--- src/rtl/instr_cache_refill_ctrl.sv ---
// Refill/invalidate sequencer for a single-line instruction cache: tag/valid
// tracking, hit detection, and beat-by-beat line refill into the data array.
module instr_cache_refill_ctrl #(
    parameter int ADDR_WIDTH  = 5,
    parameter int QWORD_COUNT = 2 ** (ADDR_WIDTH - 2),
    parameter int TAG_WIDTH   = 32 - (ADDR_WIDTH + 2)
) (
    input  logic                   clk_i,
    input  logic                   rst_i,
    input  logic                   req_i,
    input  logic [31:0]            addr_i,
    output logic                   hit_o,
    output logic                   ready_o,
    output logic                   stall_o,
    output logic                   err_o,
    input  logic                   invalidate_i,
    output logic                   mem_req_valid_o,
    input  logic                   mem_req_ready_i,
    output logic [31:0]            mem_addr_o,
    input  logic                   mem_rsp_valid_i,
    input  logic [127:0]           mem_rsp_data_i,
    input  logic                   mem_rsp_err_i,
    output logic [127:0]           cache_flush_data_o,
    output logic [QWORD_COUNT-1:0] cache_flushing_n_o
);

    localparam int BW = ADDR_WIDTH - 2;

    typedef enum logic [1:0] {IDLE, REQ, WAIT, DONE} state_t;

    state_t               state;
    logic                 valid_q;
    logic                 kill_q;
    logic [TAG_WIDTH-1:0] tag_q;
    logic [TAG_WIDTH-1:0] base_q;
    logic [BW-1:0]        beat_q;

    logic [TAG_WIDTH-1:0] addr_tag;
    logic                 rsp_ok;
    logic                 unused_addr_bits;

    assign addr_tag         = addr_i[31:ADDR_WIDTH+2];
    assign unused_addr_bits = ^addr_i[ADDR_WIDTH+1:0];

    assign hit_o   = valid_q && (tag_q == addr_tag);
    assign ready_o = req_i && hit_o && (state == IDLE);
    assign stall_o = req_i && !ready_o;

    assign rsp_ok = (state == WAIT) && mem_rsp_valid_i && !mem_rsp_err_i;
    assign err_o  = (state == WAIT) && mem_rsp_valid_i && mem_rsp_err_i;

    assign mem_req_valid_o    = (state == REQ);
    assign mem_addr_o         = (state == REQ) ? {base_q, beat_q, 4'b0000} : 32'h0;
    assign cache_flush_data_o = mem_rsp_data_i;

    always_comb begin
        cache_flushing_n_o = '1;
        if (rsp_ok) cache_flushing_n_o[beat_q] = 1'b0;
    end

    always_ff @(posedge clk_i or posedge rst_i) begin
        if (rst_i) begin
            state   <= IDLE;
            valid_q <= 1'b0;
            kill_q  <= 1'b0;
            beat_q  <= '0;
            tag_q   <= '0;
            base_q  <= '0;
        end else begin
            case (state)
                IDLE: begin
                    // Invalidate wins over a miss starting in the same cycle.
                    if (invalidate_i) begin
                        valid_q <= 1'b0;
                    end else if (req_i && !hit_o) begin
                        base_q  <= addr_tag;
                        beat_q  <= '0;
                        valid_q <= 1'b0;
                        state   <= REQ;
                    end
                end
                REQ: begin
                    if (invalidate_i) kill_q <= 1'b1;
                    if (mem_req_ready_i) state <= WAIT;
                end
                WAIT: begin
                    if (invalidate_i) kill_q <= 1'b1;
                    if (mem_rsp_valid_i) begin
                        if (mem_rsp_err_i) begin
                            kill_q <= 1'b0;
                            state  <= IDLE;
                        end else if (beat_q == BW'(QWORD_COUNT - 1)) begin
                            state <= DONE;
                        end else begin
                            beat_q <= beat_q + 1'b1;
                            state  <= REQ;
                        end
                    end
                end
                DONE: begin
                    // A fence.i seen at any point during the refill leaves the line invalid.
                    tag_q   <= base_q;
                    valid_q <= !(kill_q || invalidate_i);
                    kill_q  <= 1'b0;
                    state   <= IDLE;
                end
                default: state <= IDLE;
            endcase
        end
    end

endmodule
--- config.mk ---
export PLATFORM = sky130hd
export DESIGN_NAME = instr_cache_refill_ctrl
export DESIGN_NICKNAME = d
export VERILOG_FILES = /design/src/rtl/instr_cache_refill_ctrl.sv
export SDC_FILE = /design/constraint.sdc
export NUM_CORES = 1
export LEC_CHECK = 0
export CAP_MARGIN = 25
export CORE_AREA = 5 5 128 130
export CTS_CLUSTER_DIAMETER = 120
export DETAILED_ROUTE_END_ITERATION = 8
export DIE_AREA = 0 0 133 135
export HOLD_SLACK_MARGIN = 0.06
export PLACE_DENSITY = 0.69
export SLEW_MARGIN = 20
export SYNTH_ARGS = -nofsm -noshare
export SYNTH_HDL_FRONTEND = slang
export SYNTH_SLANG_ARGS = --single-unit
--- constraint.sdc ---
create_clock -name clk_i -period 2.3 [get_ports clk_i]
set_clock_uncertainty 0.1 [all_clocks]
set_input_delay 0.46 -clock clk_i [delete_from_list [all_inputs] [get_ports clk_i]]
set_output_delay 0.46 -clock clk_i [all_outputs]
set_load 0.005 [all_outputs]
Yosys cells after proc, flatten, opt, wreduce, memory -nomap -nowiden
Index checks and enable logic that the tools add are counted.
- output and inout bits: 173
- register bits after elaboration: 57
- logic and storage cells: 69
- bits of input ports: 167
- bitwise gates (word level): 2
- eq/ne operators: 12
- $lt $le $gt $ge: 2
- reductions and logical operators: 22
- $add $sub $neg: 1
- muxes and demuxes: 24
- operators by type and width (operator ; count):
    2-to-1 mux 32 bit ; 1
    equality test 25 bit ; 1
    2-to-1 mux 3 bit ; 5
    2-to-1 mux 2 bit ; 6
    logical AND 1 bit ; 9
    2-to-1 mux 8 bit ; 1
    inequality test 2 bit, second input constant ; 4
    NOT 8 bit ; 1
    one-hot mux 2 bit (4 select lines) ; 1
    2-to-1 mux 1 bit ; 6
    one-hot mux 3 bit (2 select lines) ; 1
    AND reduction 6 bit ; 1
    equality test 2 bit, second input constant ; 2
    logical NOT 1 bit ; 4
    less-than comparator 3 x 4 -> 1 bit, second input constant ; 1
    inequality test 2 x 1 -> 1 bit, second input constant ; 2
    AND reduction 4 bit ; 1
    nonzero test 2 bit ; 2
    adder 3 x 1 -> 3 bit, second input constant ; 1
    demux 1 bit (select 3 bit) ; 1
    equality test 3 bit, second input constant ; 1
    >= comparator 3 x 1 -> 1 bit, second input constant ; 1
    inequality test 3 x 2 -> 1 bit, second input constant ; 1
    one-hot mux 1 bit (3 select lines) ; 1
    8 further kinds ; 8

Longest topological paths before layout
- depth in word-level cells: 7
- depth in mapped cells: 8
- gate-level depth less buffers: 8

Worst setup path after synthesis
OpenSTA, ideal clock, no wires.
- path kind: input -> register
- from: in addr_i[24]
- to: reg base_q[10]
- setup time: 125 ps
- buffers on the path: 1
- required time: 2075 ps
- path slack: 205 ps
- stages on the path: 7
- arrival: 1870 ps
- cells stage by stage: xor2_1 -> nor4_2 -> nor4b_4 -> and3_4 -> nor2_4 -> buf_6 -> mux2_4
- cells in the longest elaborated chain, start to end: 5
- ends and longest elaborated chain (item ; RTL line ; source):
    start: declaration ; 11 ; input logic [31:0] addr_i,
    equality test 25 bit ; 45 ; assign hit_o = valid_q && (tag_q == addr_tag);
    logical AND 1 bit ; 45 ;
    logical NOT 1 bit ; 75 ; end else if (req_i && !hit_o) begin
    logical AND 1 bit ; 75 ;
    AND reduction 3 bit (no source line) ; - ;
    end signal: assignment ; 76 ; base_q <= addr_tag;
    end: declaration ; 35 ; logic [TAG_WIDTH-1:0] base_q;
No other way between the ends.
A chain may end at the register's enable or synchronous reset.

Final worst setup path
- from: reg tag_q[17]
- to: out stall_o
- cells in the longest elaborated chain, start to end: 6
- ends and longest elaborated chain (item ; RTL line ; source):
    start: declaration ; 34 ; logic [TAG_WIDTH-1:0] tag_q;
    start signal: assignment ; 102 ; tag_q <= base_q;
    equality test 25 bit ; 45 ;
    logical AND 1 bit ; 45 ;
    logical AND 1 bit (2 in a row) ; 46 ; assign ready_o = req_i && hit_o && (state == IDLE);
    logical NOT 1 bit ; 47 ; assign stall_o = req_i && !ready_o;
    logical AND 1 bit ; 47 ;
    end: declaration ; 14 ; output logic stall_o,
No other way between the ends.

==> impl_metrics.yaml <==
placement:
  port_buffers: 72
  gp_congestion: 0.800
  hpwl_um: 10900
  dpl_cell_area_mm2: 0.00422
clock_tree:
  cts_tree: "done"
  htree_levels: 3
  clock_path_buffers: 2
  cts_buffers: 9
  clk_pin_slew_ps: 50
  clock_latency_ps: 320
  cts.sinks: 57
  ctsRootBufferMaster: "clkbuf_16"
drt:
  wl_per_cell_um: 23.8
  drc_errors: 0
  vias: 2657
  via_per_inst: 4.60
  first_pass_iters: 4
  drt_iter0_markers: 93
  wirelength_um: 13700
  ant_nets: 0
timing:
  period_minus_slack_ps: 2550
  slew_viol_final: 0
  worst_slack_ps: -255
  min_period_over_period_pct: 111
  finalSetupTns_ps: -3130
  rsz0062_at_grt: "true"
  hold_viol_final: 0
  setup_viol: 28
  fmax_mhz: 391
cells_and_area:
  area_delta_synth_final_pct: 22.0
  layout_commonest_cell: "dfrtp_1"
  layout.nets: 558
  drive_above_1_share_pct: 43.7
  antenna_cells: 0
  final_cell_mix: "56 x dfrtp_1, 49 x dlygate4sd2_1, 36 x buf_4"
  postLayoutCellArea_mm2: 0.00494
  final_util_pct: 32.9
setup_path:
  cp-endpoint: "stall_o"
  crit_chain: "xor2_1, nor4_2, buf_4, nor4b_4, and3_4, a21oi_4, buf_2"
  crit_type: "register to output port"
  crit_start: "tag_q[17]"
  cp_top_family: "simple AND/OR/NAND/NOR gates"
  worstPathRequired_ps: 1740
  r2r_start: "tag_q[17]"
  arrival_ps: 1990
  cp-end-kind: "output port"
  ff2ff_setup_slack_ps: -130
  crit_slowest_cell: "dfrtp_1"
  cp.buffers_inverters: 2
  critPathLaunchType: "register"
  r2r_end: "base_q[5]"
  crit_cells: 7
  rr_worst_depth: 10
  cpPeakStageDelay_ps: 390
  critPathMaxFanout: 2
global_routing:
  grt_pass1_vias: 2898
  grt_first_pass_wirelength_um: 19300
  grt_max_degree: 58
  grtUsageTotal_pct: 14.5
  grt_antenna_before_repair: 0
  grt-ovfl-total: 0
yosys:
  ys_seq_area_share_pct: 35.2
  synth_flop_cell: "dfrtp_1"
  synthCells: 386
  yosys_register_bits: 57
  synth_cell_types: 38
  avgSynthCellArea_um2: 10.5
  ys_async_sr_fraction_pct: 100
  yosys_warnings: 0
  synth_edf_count: 0
  syn-cell-area_mm2: 0.00405
die:
  dieArea_mm2: 0.0180
  fp.coreArea_mm2: 0.0150
  dieWidth_um: 133
  io_pins: 340
  die_y_um: 135
  start_util_pct: 26.9
  fp-row-count: 45
hold_path:
  hp-class: "input pin to register"
power:
  ir_drop_v: 0.000712
  powerDensity_mw_per_mm2: 1250
  p_leak_nw: 2.25
run:
  max-cap-violations: 0
run_status:
  violations: "setup timing"
  outcome: "complete, but fails checks"
## kinds of logic (layout without fill, tap and decap cells)
group	after synthesis	count (layout)	share of synthesized area, %
AO/OA/AOI/OAI	14	14	2.29
XOR/XNOR	25	25	5.41
adder cells (fa/ha/maj)	7	7	2.16
buffers and inverters	150	149	26.5
flip-flops	57	57	35.2
multiplexers	54	54	16.8
other	1	4	0.0926
AND/OR/NAND/NOR	78	79	11.5
## how the worst min path moves through the flow
stage	from	end	slack, ps	depth (start not counted)
6_report	addr_i[24]	base_q[17]	400	2
5_1_grt	kill_q	kill_q	410	1
4_1_cts	kill_q	kill_q	400	1
3_5_place_dp	kill_q	kill_q	390	1
3_3_place_gp	kill_q	kill_q	380	1
2_1_floorplan	kill_q	kill_q	360	1
## final cells by class
cell class / instances / area, um^2
well taps: 188 / 235
clock buffers: 11 / 243
repair buffers: 123 / 1080
fillers: 1470 / 10100
inverters: 10 / 42.5
clock inverters: 5 / 103
multi-input cells: 183 / 1810
flip-flops and latches: 57 / 1430
## Yosys cell counts, types with 3 or more instances
cell type | n | area, um^2
nor4_1 | 3 | 18.8
mux2i_1 | 3 | 30.0
nand3_1 | 3 | 15.0
a21oi_1 | 5 | 25.0
inv_1 | 10 | 37.5
nor3_1 | 3 | 15.0
nand2_1 | 15 | 56.3
nor2_1 | 8 | 30.0
xor2_1 | 10 | 87.6
mux2_4 | 20 | 300
nand4_1 | 6 | 37.5
clkbuf_1 | 6 | 22.5
and2_1 | 28 | 175
ha_1 | 7 | 87.6
xnor2_1 | 15 | 131
dfrtp_1 | 57 | 1430
buf_4 | 132 | 991
mux2_2 | 31 | 349
## report_power, final
part | switching [mW] | internal (mW) | total, mW
sequential | 0.406 | 1.50 | 1.91
clock | 0.450 | 1.08 | 1.53
combinational | 1.11 | 1.61 | 2.72
## metal layers
layer	vias to the layer above	track usage, %	wire length (um)
met1	1277	13.4	4290
met4	2	4.73	356
met3	34	11.4	2300
met2	217	24.1	6780
li1	1127	-	-
met5	-	3.33	4
## sequential cells by signal, summed over array words and instances (netlist names)
register,cells
base_q,25
tag_q,25
beat_q,3
state,2
kill_q,1
valid_q,1
## stage by stage
step	std cells	hold WS (ps)	power, mW	setup slack (ps)
after floorplan	389	361	3.44	205
after global placement	539	377	4.29	-1050
after detailed placement	539	392	4.37	-1010
after CTS	572	404	6.07	-299
after global routing	577	411	6.51	-344
final	577	404	6.16	-255
## repair_timing
item | CTS | global route
pin swaps | 29 | 15
hold endpoints to repair | 0 | 0
gates resized for setup | 119 | 39
setup buffers | 16 | 8
cloned | 1 | 0
setup endpoints to repair | 70 | 39
hold buffers | 0 | 0
Power figures use the tool's default switching activity.
==> RTL edit: new RTL, same flow settings <==
Make the reset (`rst_i`) synchronous in one clocked block.
--- a/src/rtl/instr_cache_refill_ctrl.sv
+++ b/src/rtl/instr_cache_refill_ctrl.sv
@@ -59,5 +59,5 @@
     end
 
-    always_ff @(posedge clk_i or posedge rst_i) begin
+    always_ff @(posedge clk_i) begin
         if (rst_i) begin
             state   <= IDLE;
Check against the original RTL: differs if rst_i is asserted again (counterexample within 4 cycles, from zero or initial values and one cycle with rst_i high); with rst_i held inactive, the same outputs for 4 cycles.
==> RTL edit against the original RTL <==
  * The run still ends with setup timing left
  * Area after synthesis shrank 5.1%
  * Non-clock buffer count is 1 higher
  * Die area unchanged
  * Synthesized cell count grew 14%
  * Register-to-register slack improved by 160 ps
  * Worst setup slack better by 140 ps
  * Highest routed layer is now met4
  * Critical path depth grew 1
  * Wire length decreased by 12%
  * Via count rose by 2.7%
  * Final area down 6.0%
  * Sequential cell count stayed put
Power is not compared: it rests on default switching activity, and its combinational part moved more than twofold at a synthesized area within 25%.
==> RTL edit: results (changes against the original RTL) <==
| Quantity | Value | Unit | vs unedited |
|---|---|---|---|
| Run status | finished with violations | - |  |
| Failing checks | setup timing | - |  |
| Setup Viol. Count Final | 2 | - | -93% |
| Total routing usage reported by global routing | 12.97 | % | -1.5 points |
| Setup slack, reg-to-reg | 30 | ps | +160 ps |
| Routed met1 length | 3895 | um | -9.2% |
| Worst Hold Margin | 317.5 | ps | -86.39 ps |
| Instance count of the mapped netlist | 439 | - | +14% |
| Fraction of synthesis flops using an asynchronous set or reset pin | 0 | % | -100 points |
| Worst setup timing slack at the placement stage | -859.6 | ps | +147.5 ps |
| Pin count of the biggest net entering global routing | 51 | - | -12% |
| Routed wl met3 | 1513 | um | -34% |
| Number of fill cells in the layout | 1568 | - | +6.7% |
| Endpoint arrival time on the critical path | 1860 | ps | -130 ps |
| WL met2 | 6195 | um | -8.7% |
| PnR worst setup slack | -119.2 | ps | +135.6 ps |
| Dominant cell type by area after synthesis | sky130_fd_sc_hd__dfxtp_1 | - |  |
| DRT Wirelength | 12080 | um | -12% |
| Mean number of vias per cell | 4.389 | - | -4.7% |
| Synth cell count leaders | 132 x sky130_fd_sc_hd__buf_4, 57 x sky130_fd_sc_hd__dfxtp_1, 57 x sky130_fd_sc_hd__nor2_1, 50 x sky130_fd_sc_hd__mux2i_1, 29 x sky130_fd_sc_hd__and2_1 | - |  |
| Synth top area cells | sky130_fd_sc_hd__dfxtp_1 30%, sky130_fd_sc_hd__buf_4 26%, sky130_fd_sc_hd__mux2i_1 13%, sky130_fd_sc_hd__xnor2_1 5.7%, sky130_fd_sc_hd__nor2_1 5.6% | - |  |
| Highest routed layer | met4 | - |  |
| Number of violations reported at the end of detailed-routing iteration 0 | 75 | - | -19% |
| Routability Congestion | 0.7636 | - | -4.6% |
| Global routing usage on met2 | 22.97 | % | -1.1 points |
| Number of distinct library cells after synthesis | 36 | - | -5.3% |
| Ratio of cells with drive above 1 in the final layout | 33.18 | % | -11 points |
| Detail Placement HPWL | 9216 | um | -15% |
| Routed vias | 2730 | - | +2.7% |
| Slowest cell on the critical path | sky130_fd_sc_hd__dlygate4sd2_1 | - |  |
| Wire length of the first global-routing pass | 17480 | um | -9.5% |
| Placement Cell Area | 4003 | sq um | -5.1% |
| Global-route met3 utilization | 7.489 | % | -3.9 points |
| DP Cell Count | 586 | - | +8.7% |
| Total Neg Setup Slack | -193.0 | ps | +2935 ps |
| Max incr delay on CP | 270 | ps | -120 ps |
-- RTL edit: changes by cell type after synthesis, moves of 10 or more --
cell,before,now
sky130_fd_sc_hd__nor2_1,8,57
sky130_fd_sc_hd__mux2_4,20,0
sky130_fd_sc_hd__mux2_2,31,1
sky130_fd_sc_hd__mux2i_1,3,50
sky130_fd_sc_hd__xnor2_1,15,25
sky130_fd_sc_hd__dfrtp_1,57,0
sky130_fd_sc_hd__xor2_1,10,0
sky130_fd_sc_hd__dfxtp_1,0,57
-- RTL edit: repair_timing --
item,CTS,global route
gates cloned,1,0
gates resized for setup,163,36
hold buffers,0,0
pin swaps,27,9
setup buffers,19,5
endpoints found under the setup margin,69,47
-- RTL edit: kinds of logic after synthesis --
kind of cell / after synthesis / synth area share (%)
flip-flops: 57 / 29.71
buffers and inverters: 156 / 28.53
XOR/XNOR: 25 / 5.700
multiplexers: 51 / 13.32
adder cells (fa/ha/maj): 7 / 2.280
other: 1 / 0.09763
AO/OA/AOI/OAI: 19 / 3.551
AND/OR/NAND/NOR: 123 / 16.81
-- RTL edit: area by class of cell --
cell class | count | area, sq um | area share (%)
Sequential cell | 57 | 1152 | 24.82
Clock inverter | 3 | 40.04 | 0.8623
Timing Repair Buffer | 124 | 1044 | 22.47
Multi-Input combinational cell | 229 | 1889 | 40.69
Inverter | 8 | 32.53 | 0.7006
Tap cell | 188 | 235.2 | 5.066
Clock buffer | 13 | 250.2 | 5.389
-- RTL edit: path summary, 6_finish.rpt --
check                    startpoint                      end  cells after the start
max                      addr_i[27]                  stall_o                      8
min reg2reg  base_q[7]$_SDFFE_PP0P_   base_q[7]$_SDFFE_PP0P_                      2
max reg2reg   state[1]$_SDFFE_PP0P_    state[0]$_SDFFE_PP0P_                      8
min                      addr_i[17]  base_q[10]$_SDFFE_PP0P_                      3
